`src/rtl/localbus_xbar_pkg.sv`:
```
// Shared constants and types for the local-bus crossbar: FSM encoding,
// write-enable width and the timeout counter width.
package localbus_xbar_pkg;

   localparam int         WE_W    = 3;
   localparam int         TOUT_W  = 8;
   localparam logic [2:0] WE_NONE = 3'b000;

   typedef enum logic [1:0] {
      ST_IDLE   = 2'd0,
      ST_ACCESS = 2'd1,
      ST_DONE   = 2'd2,
      ST_ERR    = 2'd3
   } state_t;

endpackage

```
`src/rtl/localbus_xbar_if.sv`:
```
// Local-bus bundle: core-side request/response plus the packed slave channels.
interface localbus_xbar_if
   import localbus_xbar_pkg::*;
#(
   parameter int XLEN = 32,
   parameter int NSLV = 4
) ();

   logic                  m_req;
   logic [XLEN-1:0]       m_addr;
   logic [XLEN-1:0]       m_wdata;
   logic [WE_W-1:0]       m_we;
   logic [XLEN-1:0]       m_rdata;
   logic                  m_ready;
   logic                  m_err;
   logic [NSLV-1:0]       s_sel;
   logic [XLEN-1:0]       s_addr;
   logic [XLEN-1:0]       s_wdata;
   logic [WE_W-1:0]       s_we;
   logic [NSLV*XLEN-1:0]  s_rdata;
   logic [NSLV-1:0]       s_ready;

   modport xbar (
      input  m_req, m_addr, m_wdata, m_we, s_rdata, s_ready,
      output m_rdata, m_ready, m_err, s_sel, s_addr, s_wdata, s_we
   );

   modport master (
      output m_req, m_addr, m_wdata, m_we,
      input  m_rdata, m_ready, m_err
   );

   modport slave (
      input  s_sel, s_addr, s_wdata, s_we,
      output s_rdata, s_ready
   );

endinterface

```
`src/rtl/localbus_xbar_dec.sv`:
```
// Combinational base/mask address decoder: one-hot hit with lowest-index
// priority, a miss flag, and the offset of the address inside the winning window.
module lbus_addr_decoder
   import localbus_xbar_pkg::*;
#(
   parameter int                   XLEN     = 32,
   parameter int                   NSLV     = 4,
   parameter logic [NSLV*XLEN-1:0] SLV_BASE = '0,
   parameter logic [NSLV*XLEN-1:0] SLV_MASK = '0
) (
   input  logic [XLEN-1:0] i_addr,
   output logic [NSLV-1:0] o_hit,
   output logic            o_miss,
   output logic [XLEN-1:0] o_offset
);

   logic [XLEN-1:0] w_base;
   logic            w_found;

   always_comb begin
      o_hit   = '0;
      w_base  = '0;
      w_found = 1'b0;
      for (int i = 0; i < NSLV; i++) begin
         if (!w_found &&
             ((i_addr & SLV_MASK[i*XLEN +: XLEN]) == SLV_BASE[i*XLEN +: XLEN])) begin
            o_hit[i] = 1'b1;
            w_base   = SLV_BASE[i*XLEN +: XLEN];
            w_found  = 1'b1;
         end
      end
   end

   assign o_miss   = ~w_found;
   assign o_offset = i_addr - w_base;

endmodule

```
`src/rtl/localbus_xbar.sv`:
```
// Local-bus crossbar: one master to NSLV slaves with req/ready handshake,
// wait states, registered read return, unmapped-address error and access timeout.
module localbus_xbar
   import localbus_xbar_pkg::*;
#(
   parameter int                   XLEN     = 32,
   parameter int                   NSLV     = 4,
   parameter logic [NSLV*XLEN-1:0] SLV_BASE = '0,
   parameter logic [NSLV*XLEN-1:0] SLV_MASK = '0,
   parameter int                   TOUT     = 15
) (
   input  logic            clk,
   input  logic            rst,
   localbus_xbar_if.xbar   bus
);

   localparam logic [TOUT_W-1:0] TOUT_CNT = TOUT_W'(TOUT);

   state_t              r_state;
   logic [NSLV-1:0]     r_sel;
   logic [XLEN-1:0]     r_addr;
   logic [XLEN-1:0]     r_wdata;
   logic [WE_W-1:0]     r_we;
   logic [XLEN-1:0]     r_rdata;
   logic                r_ready;
   logic                r_err;
   logic [TOUT_W-1:0]   r_tout_cnt;

   logic [NSLV-1:0]     w_hit;
   logic                w_miss;
   logic [XLEN-1:0]     w_offset;
   logic                w_sel_ready;
   logic [XLEN-1:0]     w_rdata_mux;

   lbus_addr_decoder #(
      .XLEN     (XLEN),
      .NSLV     (NSLV),
      .SLV_BASE (SLV_BASE),
      .SLV_MASK (SLV_MASK)
   ) u_dec (
      .i_addr   (bus.m_addr),
      .o_hit    (w_hit),
      .o_miss   (w_miss),
      .o_offset (w_offset)
   );

   // r_sel is one-hot, so OR-ing the gated channels is a plain mux
   always_comb begin
      w_rdata_mux = '0;
      for (int i = 0; i < NSLV; i++) begin
         if (r_sel[i]) begin
            w_rdata_mux = w_rdata_mux | bus.s_rdata[i*XLEN +: XLEN];
         end
      end
   end

   assign w_sel_ready = |(r_sel & bus.s_ready);

   always_ff @(posedge clk or posedge rst) begin
      if (rst) begin
         r_state    <= ST_IDLE;
         r_sel      <= '0;
         r_addr     <= '0;
         r_wdata    <= '0;
         r_we       <= WE_NONE;
         r_rdata    <= '0;
         r_ready    <= 1'b0;
         r_err      <= 1'b0;
         r_tout_cnt <= '0;
      end else begin
         r_ready <= 1'b0;
         r_err   <= 1'b0;
         r_rdata <= '0;
         case (r_state)
            ST_IDLE: begin
               if (bus.m_req) begin
                  if (w_miss) begin
                     r_state <= ST_ERR;
                     r_err   <= 1'b1;
                  end else begin
                     r_state    <= ST_ACCESS;
                     r_sel      <= w_hit;
                     r_addr     <= w_offset;
                     r_wdata    <= bus.m_wdata;
                     r_we       <= bus.m_we;
                     r_tout_cnt <= '0;
                  end
               end
            end
            ST_ACCESS: begin
               // a ready arriving on the last allowed cycle still wins over the timeout
               if (w_sel_ready) begin
                  r_state <= ST_DONE;
                  r_ready <= 1'b1;
                  r_sel   <= '0;
                  r_we    <= WE_NONE;
                  if (r_we == WE_NONE) begin
                     r_rdata <= w_rdata_mux;
                  end
               end else if (r_tout_cnt == TOUT_CNT) begin
                  r_state <= ST_ERR;
                  r_err   <= 1'b1;
                  r_sel   <= '0;
                  r_we    <= WE_NONE;
               end else begin
                  r_tout_cnt <= r_tout_cnt + 1'b1;
               end
            end
            ST_DONE, ST_ERR: r_state <= ST_IDLE;
            default:         r_state <= ST_IDLE;
         endcase
      end
   end

   assign bus.s_sel   = r_sel;
   assign bus.s_addr  = r_addr;
   assign bus.s_wdata = r_wdata;
   assign bus.s_we    = r_we;
   assign bus.m_rdata = r_rdata;
   assign bus.m_ready = r_ready;
   assign bus.m_err   = r_err;

endmodule
```
`src/flat_wrapper.sv`:
```
// flat-port wrapper written by rule: the top's interface ports become plain ports
module localbus_xbar_flat import localbus_xbar_pkg::*;
#(
   parameter int                   XLEN     = 32,
   parameter int                   NSLV     = 4,
   parameter logic [NSLV*XLEN-1:0] SLV_BASE = '0,
   parameter logic [NSLV*XLEN-1:0] SLV_MASK = '0,
   parameter int                   TOUT     = 15
)
  (clk, rst, bus_m_req, bus_m_addr, bus_m_wdata, bus_m_we, bus_s_rdata, bus_s_ready, bus_m_rdata, bus_m_ready, bus_m_err, bus_s_sel, bus_s_addr, bus_s_wdata, bus_s_we);
  localbus_xbar_if #(.XLEN(XLEN), .NSLV(NSLV)) bus_i ();
  input  logic clk;
  input  logic rst;
  input wire logic [$bits(bus_i.m_req)-1:0] bus_m_req;
  input wire logic [$bits(bus_i.m_addr)-1:0] bus_m_addr;
  input wire logic [$bits(bus_i.m_wdata)-1:0] bus_m_wdata;
  input wire logic [$bits(bus_i.m_we)-1:0] bus_m_we;
  input wire logic [$bits(bus_i.s_rdata)-1:0] bus_s_rdata;
  input wire logic [$bits(bus_i.s_ready)-1:0] bus_s_ready;
  output wire logic [$bits(bus_i.m_rdata)-1:0] bus_m_rdata;
  output wire logic [$bits(bus_i.m_ready)-1:0] bus_m_ready;
  output wire logic [$bits(bus_i.m_err)-1:0] bus_m_err;
  output wire logic [$bits(bus_i.s_sel)-1:0] bus_s_sel;
  output wire logic [$bits(bus_i.s_addr)-1:0] bus_s_addr;
  output wire logic [$bits(bus_i.s_wdata)-1:0] bus_s_wdata;
  output wire logic [$bits(bus_i.s_we)-1:0] bus_s_we;
  assign bus_i.m_req = bus_m_req;
  assign bus_i.m_addr = bus_m_addr;
  assign bus_i.m_wdata = bus_m_wdata;
  assign bus_i.m_we = bus_m_we;
  assign bus_i.s_rdata = bus_s_rdata;
  assign bus_i.s_ready = bus_s_ready;
  assign bus_m_rdata = bus_i.m_rdata;
  assign bus_m_ready = bus_i.m_ready;
  assign bus_m_err = bus_i.m_err;
  assign bus_s_sel = bus_i.s_sel;
  assign bus_s_addr = bus_i.s_addr;
  assign bus_s_wdata = bus_i.s_wdata;
  assign bus_s_we = bus_i.s_we;
  localbus_xbar #(.XLEN(XLEN), .NSLV(NSLV), .SLV_BASE(SLV_BASE), .SLV_MASK(SLV_MASK), .TOUT(TOUT)) u_core (.clk(clk), .rst(rst), .bus(bus_i));
endmodule
```
`config.mk`:
```
export PLATFORM = sky130hd
export DESIGN_NAME = localbus_xbar_flat
export DESIGN_NICKNAME = d
export VERILOG_FILES = /design/src/rtl/localbus_xbar_pkg.sv /design/src/rtl/localbus_xbar_if.sv /design/src/rtl/localbus_xbar_dec.sv /design/src/rtl/localbus_xbar.sv /design/src/flat_wrapper.sv
export SDC_FILE = /design/constraint.sdc
export NUM_CORES = 1
export LEC_CHECK = 0
export CAP_MARGIN = 5
export CORE_AREA = 2 2 119 121
export CTS_BUF_LIST = sky130_fd_sc_hd__clkbuf_4
export CTS_CLUSTER_SIZE = 10
export DETAILED_ROUTE_END_ITERATION = 7
export DIE_AREA = 0 0 121 123
export MAX_ROUTING_LAYER = met4
export PLACE_DENSITY = 0.77
export SKIP_LAST_GASP = 1
export SLEW_MARGIN = 20
export SYNTH_ARGS = -nofsm -noshare
export SYNTH_HDL_FRONTEND = slang
export SYNTH_SLANG_ARGS = --single-unit
```
`constraint.sdc`:
```
create_clock -name clk -period 3.7 [get_ports clk]
set_input_delay 0.74 -clock clk [delete_from_list [all_inputs] [get_ports clk]]
set_output_delay 0.74 -clock clk [all_outputs]
set_load 0.1 [all_outputs]
```
==> impl_metrics.py, run 1 <==
metrics = {
    "run_status": {
        "status": "complete, no violations",
    },
    "floorplan": {
        "core_um2": 13600,
        "die_y_um": 123,
        "start_util_pct": 31.3,
        "ios": 307,
        "dieArea_um2": 14900,
        "fp.dieW_um": 121,
        "rows": 43,
    },
    "placement": {
        "gp_congestion": 0.772,
        "place_hpwl_um": 7780,
        "io_buffers": 204,
    },
    "clock_network": {
        "cts_root_buf": "clkbuf_4",
        "htreeDepth": 3,
        "clkSinkCount": 112,
        "clkLatencyLatePin_ns": 0.46,
        "cts_inserted_buffers": 9,
        "cts.clk_slew.worst_paths_ns": 0.15,
        "hold_buffers": 0,
        "cts_tree": "yes",
        "clock_path_buffers": 2,
        "cts_setup_buffers": 0,
        "post_cts_resized": 0,
    },
    "global_routing": {
        "grt_max_degree": 53,
        "antenna_found_initial": 0,
        "grt_pass1_vias": 3165,
        "grt_overflow": 0,
        "grtUsageTotal_pct": 13.9,
        "grt_pass1_wl_um": 15600,
    },
    "setup_path": {
        "path_cells": "clkdlybuf4s50_1",
        "critPathTopFamily": "buffers and inverters",
        "critPathMaxStageDelay_ns": 1.19,
        "critPathMaxFanout": 5,
        "crit_type": "reg2out",
        "crit_arrival_ns": 2.14,
        "worstPathRequired_ns": 2.96,
        "endpoint_kind": "output port",
        "slowest_stage": "clkdlybuf4s50_1",
        "crit_buf_inv": 1,
        "start_kind": "register",
    },
    "timing": {
        "fmax_ghz": 0.347,
        "hold_violations": 0,
        "slew_headroom_pct": 32.1,
        "period_share_pct": 77.9,
        "tightest_slew_ns": 1.02,
        "tns_ns": 0,
        "rsz0062_at_grt": "no",
        "fin_crit_ns": 2.88,
        "slew_violations": 0,
        "setup_viol": 0,
        "fin_skew_ns": 0.0136,
    },
    "detailed_routing": {
        "routedWlPerCell_um": 15.1,
        "drt_iter0_drc": 89,
        "drt-pass1-iter-count": 4,
        "vias": 3025,
        "viasPerCell": 4.47,
        "ant_nets": 0,
        "wl_um": 10200,
        "route.detailed.drc": 0,
    },
    "finish": {
        "nets": 697,
        "final_common_cell": "clkdlybuf4s50_1",
        "layout_common_cells": "204 x clkdlybuf4s50_1, 112 x dfrtp_1, 65 x mux2_2, 32 x and2_1, 13 x o21ai_0",
        "antennaDiodeCount": 0,
        "syn2layout_area_growth_pct": 55.2,
        "drive_above_1_share_pct": 18.1,
        "fillCellCount": 1186,
    },
    "job": {
        "cap_violations": 0,
    },
    "yosys": {
        "async_flop_share_pct": 100,
        "ys_seq_area_share_pct": 65.7,
        "yosys_register_bits": 112,
        "synth_ff_type": "dfrtp_1",
        "syn_area_um2": 4260,
        "synthCells": 287,
        "yosysUniqueCellTypes": 35,
        "ys_warn_count": 0,
        "syn_avg_cell_area_um2": 14.9,
        "synth_edf_count": 0,
    },
    "min_path": {
        "worstHoldPathType": "reg2reg",
    },
}
Yosys cell counts (2+ instances only):
library cell,count,area share (%)
dfrtp_1,112,66
a21oi_1,4,0.47
nor3b_1,2,0.35
nand3_1,2,0.23
and2_1,32,4.7
a22o_1,2,0.41
o21a_1,2,0.35
nor2_1,4,0.35
nor2b_1,6,0.88
clkbuf_2,3,0.35
nor3_1,3,0.35
and3_1,2,0.29
o21ai_0,13,1.5
buf_2,2,0.23
nand2_1,5,0.44
mux2_2,65,17
buf_4,8,1.4
inv_1,3,0.26
registers in the layout (all words and copies together) (netlist names):
signal / flops
u_core.bus.m_err: 1
u_core.bus.m_rdata: 32
u_core.bus.m_ready: 1
u_core.bus.s_addr: 32
u_core.bus.s_sel: 1
u_core.bus.s_wdata: 32
u_core.bus.s_we: 3
u_core.r_state: 2
u_core.r_tout_cnt: 8
cells by family after synthesis:
kind of cell	Yosys count	synth area share [%]
other cells	1	0.0880
fa+ha+maj	1	0.293
mux	65	17.2
buf+inv	17	2.52
simple gates	64	9.66
compound gates	27	4.52
flops	112	65.7
path summary, 6_finish.rpt:
kind	end	slack (ns)	cells after the start	startpoint
max in group asynchronous	u_core.bus.m_rdata[18]	2.35	3	rst
worst min register to register	u_core.r_tout_cnt[7]	0.50	1	u_core.r_tout_cnt[7]
worst max register to register	u_core.r_tout_cnt[7]	1.54	5	u_core.r_tout_cnt[0]
worst max-delay path	bus_s_sel[0]	0.82	1	u_core.bus.s_sel[0]
min in group asynchronous	u_core.bus.m_rdata[8]	0.67	2	rst
worst min-delay path	u_core.r_tout_cnt[7]	0.50	1	u_core.r_tout_cnt[7]
per-stage QoR:
step | worst slack, ns | instances | hold slack, ns | instance area (µm²) | util, %
global route | 0.730 | 676 | 0.535 | 6620 | 48.6
floorplan | 0.000995 | 289 | 0.451 | 4270 | -
detailed placement | 0.854 | 663 | 0.483 | 6500 | 47.7
finish | 0.818 | 676 | 0.498 | 6620 | 48.6
CTS | 0.759 | 676 | 0.502 | 6620 | 48.6
global placement | 0.898 | 663 | 0.477 | 6500 | 47.7
metal layers:
layer  vias to the layer above  part of all wire, %  GRT usage, %
met3                        19                  7.4          3.87
met4                         0                  2.2          6.90
li1                       1390                    -             -
met1                      1474                   40          15.4
met2                       142                   50          23.2
met5                         -                    0             -
cell type report:
cell class	count	area, µm²	area share [%]
well taps	180	225	3.40
flip-flops and latches	112	2800	42.4
clock buffers	11	82.6	1.25
clock inverters	2	33.8	0.511
repair buffers	208	2100	31.7
inverters	3	13.8	0.208
multi-input cells	160	1360	20.6
Power of run 1 is left out: the tool's default activity adds up to more than one toggle a clock period on the data nets, which glitch-free logic cannot reach.
==> run 2: changes to the inputs <==
--- a/config.mk
+++ b/config.mk
@@ -12,7 +12,7 @@
 export DETAILED_ROUTE_END_ITERATION = 7
 export DIE_AREA = 0 0 121 123
 export MAX_ROUTING_LAYER = met4
-export PLACE_DENSITY = 0.77
+export PLACE_DENSITY = 0.74
 export SKIP_LAST_GASP = 1
 export SLEW_MARGIN = 20
 export SYNTH_ARGS = -nofsm -noshare
==> constraint.sdc (replaced) <==
create_clock -name clk -period 2.86 [get_ports clk]
set_input_delay 0.572 -clock clk [delete_from_list [all_inputs] [get_ports clk]]
set_output_delay 0.572 -clock clk [all_outputs]
set_load 0.1 [all_outputs]
==> run 2 against run 1 <==
Against the previous run: critical path type is now reg2reg; sequential share of layout area is 1.7 points higher; critical endpoint is now u_core.r_tout_cnt[7]; register-to-register slack lost 0.78 ns; non-clock buffer count up 1.
==> impl_metrics.py, run 2 (synthesis results as in run 1) <==
metrics = {
    "finish": {
        "syn2layout_area_growth_pct": 49.2,
        "final_common_cell": "dfrtp_1",
        "nets": 698,
        "fillCellCount": 1253,
        "final_cells": 680,
        "seq_area_um2": 2800,
        "drive_above_1_share_pct": 38.8,
        "postLayoutCellArea_um2": 6360,
        "layout_common_cells": "112 x dfrtp_1, 105 x buf_4, 102 x clkdlybuf4s50_1, 65 x mux2_2, 32 x and2_1",
        "multi_input_area_um2": 1360,
        "antennaDiodeCount": 0,
    },
    "floorplan": {
        "dieArea_um2": 14900,
        "core_um2": 13600,
        "rows": 43,
        "ios": 307,
        "start_util_pct": 31.3,
        "die_y_um": 123,
        "fp.dieW_um": 121,
    },
    "min_path": {
        "worstHoldPathType": "reg2reg",
        "hold-path-endpoint": "u_core.r_tout_cnt[7]",
        "min_from": "u_core.r_tout_cnt[7]",
        "holdPathStages": 1,
    },
    "detailed_routing": {
        "routedWlPerCell_um": 15.3,
        "viasPerCell": 4.46,
        "drt_iter0_drc": 91,
        "wl_um": 10400,
        "route.detailed.drc": 0,
        "drt-pass1-iter-count": 4,
        "vias": 3034,
        "ant_nets": 0,
    },
    "timing": {
        "fin_crit_ns": 2.10,
        "fmax_ghz": 0.477,
        "tns_ns": 0,
        "worst_slack_ns": 0.764,
        "slew_violations": 0,
        "hold_violations": 0,
        "rsz0062_at_grt": "no",
        "setup_viol": 0,
        "tightest_slew_ns": 0.785,
        "slew_headroom_pct": 47.7,
        "period_share_pct": 73.3,
        "fin_skew_ns": 0.0142,
    },
    "placement": {
        "dp_cells": 664,
        "dpl_cell_area_um2": 6250,
        "gp_congestion": 0.780,
        "io_buffers": 204,
        "place_hpwl_um": 7860,
        "pre_cts_slack_ns": 0.413,
    },
    "global_routing": {
        "grt_pass1_wl_um": 15600,
        "grt_pass1_vias": 3170,
        "antenna_found_initial": 0,
        "grtUsageTotal_pct": 14.1,
        "grt_overflow": 0,
        "grt_max_degree": 77,
    },
    "setup_path": {
        "critPathMaxFanout": 13,
        "crit_arrival_ns": 2.50,
        "r2r_end": "u_core.r_tout_cnt[7]",
        "worstPathRequired_ns": 3.26,
        "crit_type": "reg2reg",
        "reg2reg_depth": 5,
        "reg2reg_slack_ns": 0.76,
        "start_kind": "register",
        "endpoint_kind": "register",
        "r2r-start": "u_core.r_tout_cnt[0]",
    },
    "clock_network": {
        "htreeDepth": 3,
        "clkLatencyLatePin_ns": 0.46,
        "clock_path_buffers": 2,
        "cts.clk_slew.worst_paths_ns": 0.16,
        "hold_buffers": 0,
        "post_cts_resized": 0,
        "clkSinkCount": 112,
        "cts_setup_buffers": 0,
        "cts_root_buf": "clkbuf_4",
        "cts_inserted_buffers": 9,
        "cts_tree": "yes",
    },
    "run_status": {
        "status": "complete, no violations",
    },
    "job": {
        "cap_violations": 0,
    },
}
-- run 2: changes by cell type in the layout (fill, tap and decap cells not counted), sizes merged --
| cell | delta |
|---|---|
| clkdlybuf4s50 | -102 |
| clkinvlp | +2 |
| clkinv | +3 |
| buf | +103 |
| bufinv | -1 |
| inv | -1 |
-- run 2: critical path: stages (launching register included) --
cell and delay, ns:
dfrtp_1 0.45, ha_1 0.27, and4b_1 0.25, a221oi_2 0.68, o21ai_0 0.19, a31oi_1 0.20
-- run 2: routing by layer --
layer	GRT usage, %	vias to the layer above	share of wire (%)
met5	-	-	0
met4	4.65	0	0.99
met3	5.30	9	9.3
met2	22.5	143	49
met1	16.6	1490	41
li1	-	1392	-
-- run 2: final cells by class --
cell class                 instances  share of cell area, %
clock buffer                      11                   1.30
inverter                           3                  0.236
clock inverter                     5                  0.374
timing repair buffer             209                   29.1
tap                              180                   3.54
sequential                       112                   44.1
multi-input combinational        160                   21.4
-- run 2: worst max-delay path by stage --
| stage | endpoint | slack [ns] | from | cells past startpoint |
|---|---|---|---|---|
| floorplan | u_core.bus.m_rdata[10] | 0.86 | u_core.bus.s_sel[0] | 5 |
| global placement | u_core.bus.s_wdata[19] | 0.46 | bus_m_req | 5 |
| detailed placement | u_core.bus.s_wdata[0] | 0.41 | bus_m_req | 5 |
| CTS | u_core.r_tout_cnt[7] | 0.78 | u_core.r_tout_cnt[0] | 5 |
| global route | u_core.r_tout_cnt[7] | 0.52 | u_core.r_tout_cnt[0] | 5 |
| finish | u_core.r_tout_cnt[7] | 0.76 | u_core.r_tout_cnt[0] | 5 |
-- run 2: through the flow --
step / util [%] / hold WS (ns)
2_1_floorplan: - / 0.451
3_3_place_gp: 45.9 / 0.475
3_5_place_dp: 45.9 / 0.474
4_1_cts: 46.7 / 0.502
5_1_grt: 46.7 / 0.542
6_report: 46.7 / 0.503
Power of run 2 is left out for the same reason.
==> run 3: changes to the inputs <==
--- a/config.mk
+++ b/config.mk
@@ -12,7 +12,7 @@
 export DETAILED_ROUTE_END_ITERATION = 7
 export DIE_AREA = 0 0 121 123
 export MAX_ROUTING_LAYER = met4
-export PLACE_DENSITY = 0.74
+export PLACE_DENSITY = 0.77
 export SKIP_LAST_GASP = 1
 export SLEW_MARGIN = 20
 export SYNTH_ARGS = -nofsm -noshare
==> constraint.sdc (replaced) <==
create_clock -name clk -period 1.9 [get_ports clk]
set_input_delay 0.38 -clock clk [delete_from_list [all_inputs] [get_ports clk]]
set_output_delay 0.38 -clock clk [all_outputs]
set_load 0.1 [all_outputs]
==> run 3 against run 2 <==
Against the previous run: count of clock-buffer cells in the layout up 1; critical path depth increased by 1; fmax rose by 17%; routed wire length rose by 1.6%; flip-flop and latch count stayed put; non-clock buffer count increased by 12; global-route usage decreased by 0.12 points; final cell count grew 1.5%; hold slack lost 0.29 ns; critical endpoint is now u_core.r_tout_cnt[3]; largest cell class unchanged; highest routed layer unchanged.
==> impl_metrics.py, run 3 (synthesis results as in run 1) <==
metrics = {
    "timing": {
        "hold_violations": 0,
        "slew_violations": 0,
        "fin_crit_ns": 1.79,
        "fin_skew_ns": 0.0210,
        "setup_viol": 0,
        "period_share_pct": 94.4,
        "tns_ns": 0,
        "fmax_ghz": 0.557,
        "holdWs_ns": 0.212,
    },
    "detailed_routing": {
        "dr_wl_met3_um": 899,
        "vias": 3040,
        "routedWlPerCell_um": 15.3,
        "met2WireLength_um": 5130,
        "viasPerCell": 4.41,
        "route.detailed.drc": 0,
        "wl_um": 10500,
        "drt-met1-wl_um": 4390,
        "ant_nets": 0,
        "drt_iter0_drc": 160,
        "drt-pass1-iter-count": 4,
        "top_layer_used": "met4",
    },
    "setup_path": {
        "path_depth": 6,
        "start_kind": "register",
        "critPathTopFamily": "flip-flops",
        "endpoint_kind": "register",
        "slowest_stage": "dfrtp_1",
        "path_cells": "ha_1 > and4b_1 > a221oi_2 > buf_4 > nor3b_2 > a211o_1",
        "reg2reg_depth": 6,
        "crit_arrival_ns": 2.21,
        "critPathMaxStageDelay_ns": 0.44,
        "critPathMaxFanout": 8,
        "crit_type": "reg2reg",
        "crit_buf_inv": 1,
        "worstPathRequired_ns": 2.31,
    },
    "job": {
        "cap_violations": 0,
    },
    "clock_network": {
        "cts.clk_slew.worst_paths_ns": 0.14,
        "clkSinkCount": 112,
        "clkLatencyLatePin_ns": 0.47,
        "cts_inserted_buffers": 9,
        "clock_path_buffers": 2,
        "htreeDepth": 3,
        "hold_buffers": 0,
        "cts_root_buf": "clkbuf_4",
        "cts_tree": "yes",
    },
    "floorplan": {
        "fp.dieW_um": 121,
        "start_util_pct": 31.3,
        "die_y_um": 123,
        "dieArea_um2": 14900,
        "ios": 307,
        "rows": 43,
        "core_um2": 13600,
    },
    "finish": {
        "final_cells": 690,
        "antennaDiodeCount": 0,
        "syn2layout_area_growth_pct": 56.8,
        "drive_above_1_share_pct": 40.8,
        "layout_common_cells": "111 x dfrtp_1, 102 x clkdlybuf4s50_1, 98 x buf_4, 65 x mux2_2, 32 x and2_1",
        "final_common_cell": "dfrtp_1",
        "nets": 710,
    },
    "run_status": {
        "status": "complete, no violations",
    },
    "global_routing": {
        "grt_pass1_vias": 3030,
        "grt_overflow": 0,
        "grt_max_degree": 57,
        "grtUsageTotal_pct": 14.0,
        "grt_pass1_wl_um": 15400,
        "antenna_found_initial": 0,
    },
    "min_path": {
        "worstHoldPathType": "in2async",
    },
    "placement": {
        "io_buffers": 204,
        "dp_cells": 675,
        "gp_congestion": 0.749,
        "place_hpwl_um": 8110,
    },
}
-- run 3: cell types whose count changed in the layout (fill, tap and decap cells not counted) --
cell        change
buf_12         +19
buf_4           -7
clkbuf_4        +1
clkinv_1        -2
clkinvlp_4      -1
dfrtp_1         -1
dfrtp_2         +1
nor3b_1         -1
nor3b_2         +1
-- run 3: path summary, 6_finish.rpt --
kind	slack, ns	start	end
setup / recovery	0.11	u_core.r_tout_cnt[0]	u_core.r_tout_cnt[3]
hold / removal	0.21	rst	u_core.bus.s_addr[10]
setup reg to reg	0.11	u_core.r_tout_cnt[0]	u_core.r_tout_cnt[3]
min in group clk	0.44	bus_s_rdata[19]	u_core.bus.m_rdata[19]
max in group asynchronous	1.10	rst	u_core.bus.s_wdata[3]
hold reg to reg	0.52	u_core.r_tout_cnt[7]	u_core.r_tout_cnt[7]
-- run 3: timing repair --
action / CTS / global route
resized for setup: 0 / 1
setup buffers: 0 / 1
setup endpoints to repair: 0 / 2
endpoints found under the hold margin: 0 / 0
-- run 3: area by class of cell --
class / instances / area (µm²)
Inverter: 3 / 15.0
Clock inverter: 2 / 8.76
Tap cell: 180 / 225
Timing Repair Buffer: 221 / 2180
Fill cell: 1184 / 6930
Multi-Input combinational cell: 160 / 1370
Clock buffer: 12 / 90.1
Sequential cell: 112 / 2800
-- run 3: through the flow --
step	utilization (%)	worst slack, ns	area (µm²)
after floorplan	-	0.0441	4280
after global placement	48.3	-0.208	6570
after detailed placement	48.3	-0.233	6570
after CTS	49.0	0.0706	6670
after global routing	49.1	-0.0123	6690
final	49.1	0.106	6690
-- run 3: routing by layer --
metal / vias to the layer above / global-route usage, %
li1: 1413 / -
met1: 1479 / 16.8
met2: 137 / 22.2
met3: 11 / 4.70
met4: 0 / 4.94
met5: - / -
Power of run 3 is left out for the same reason.
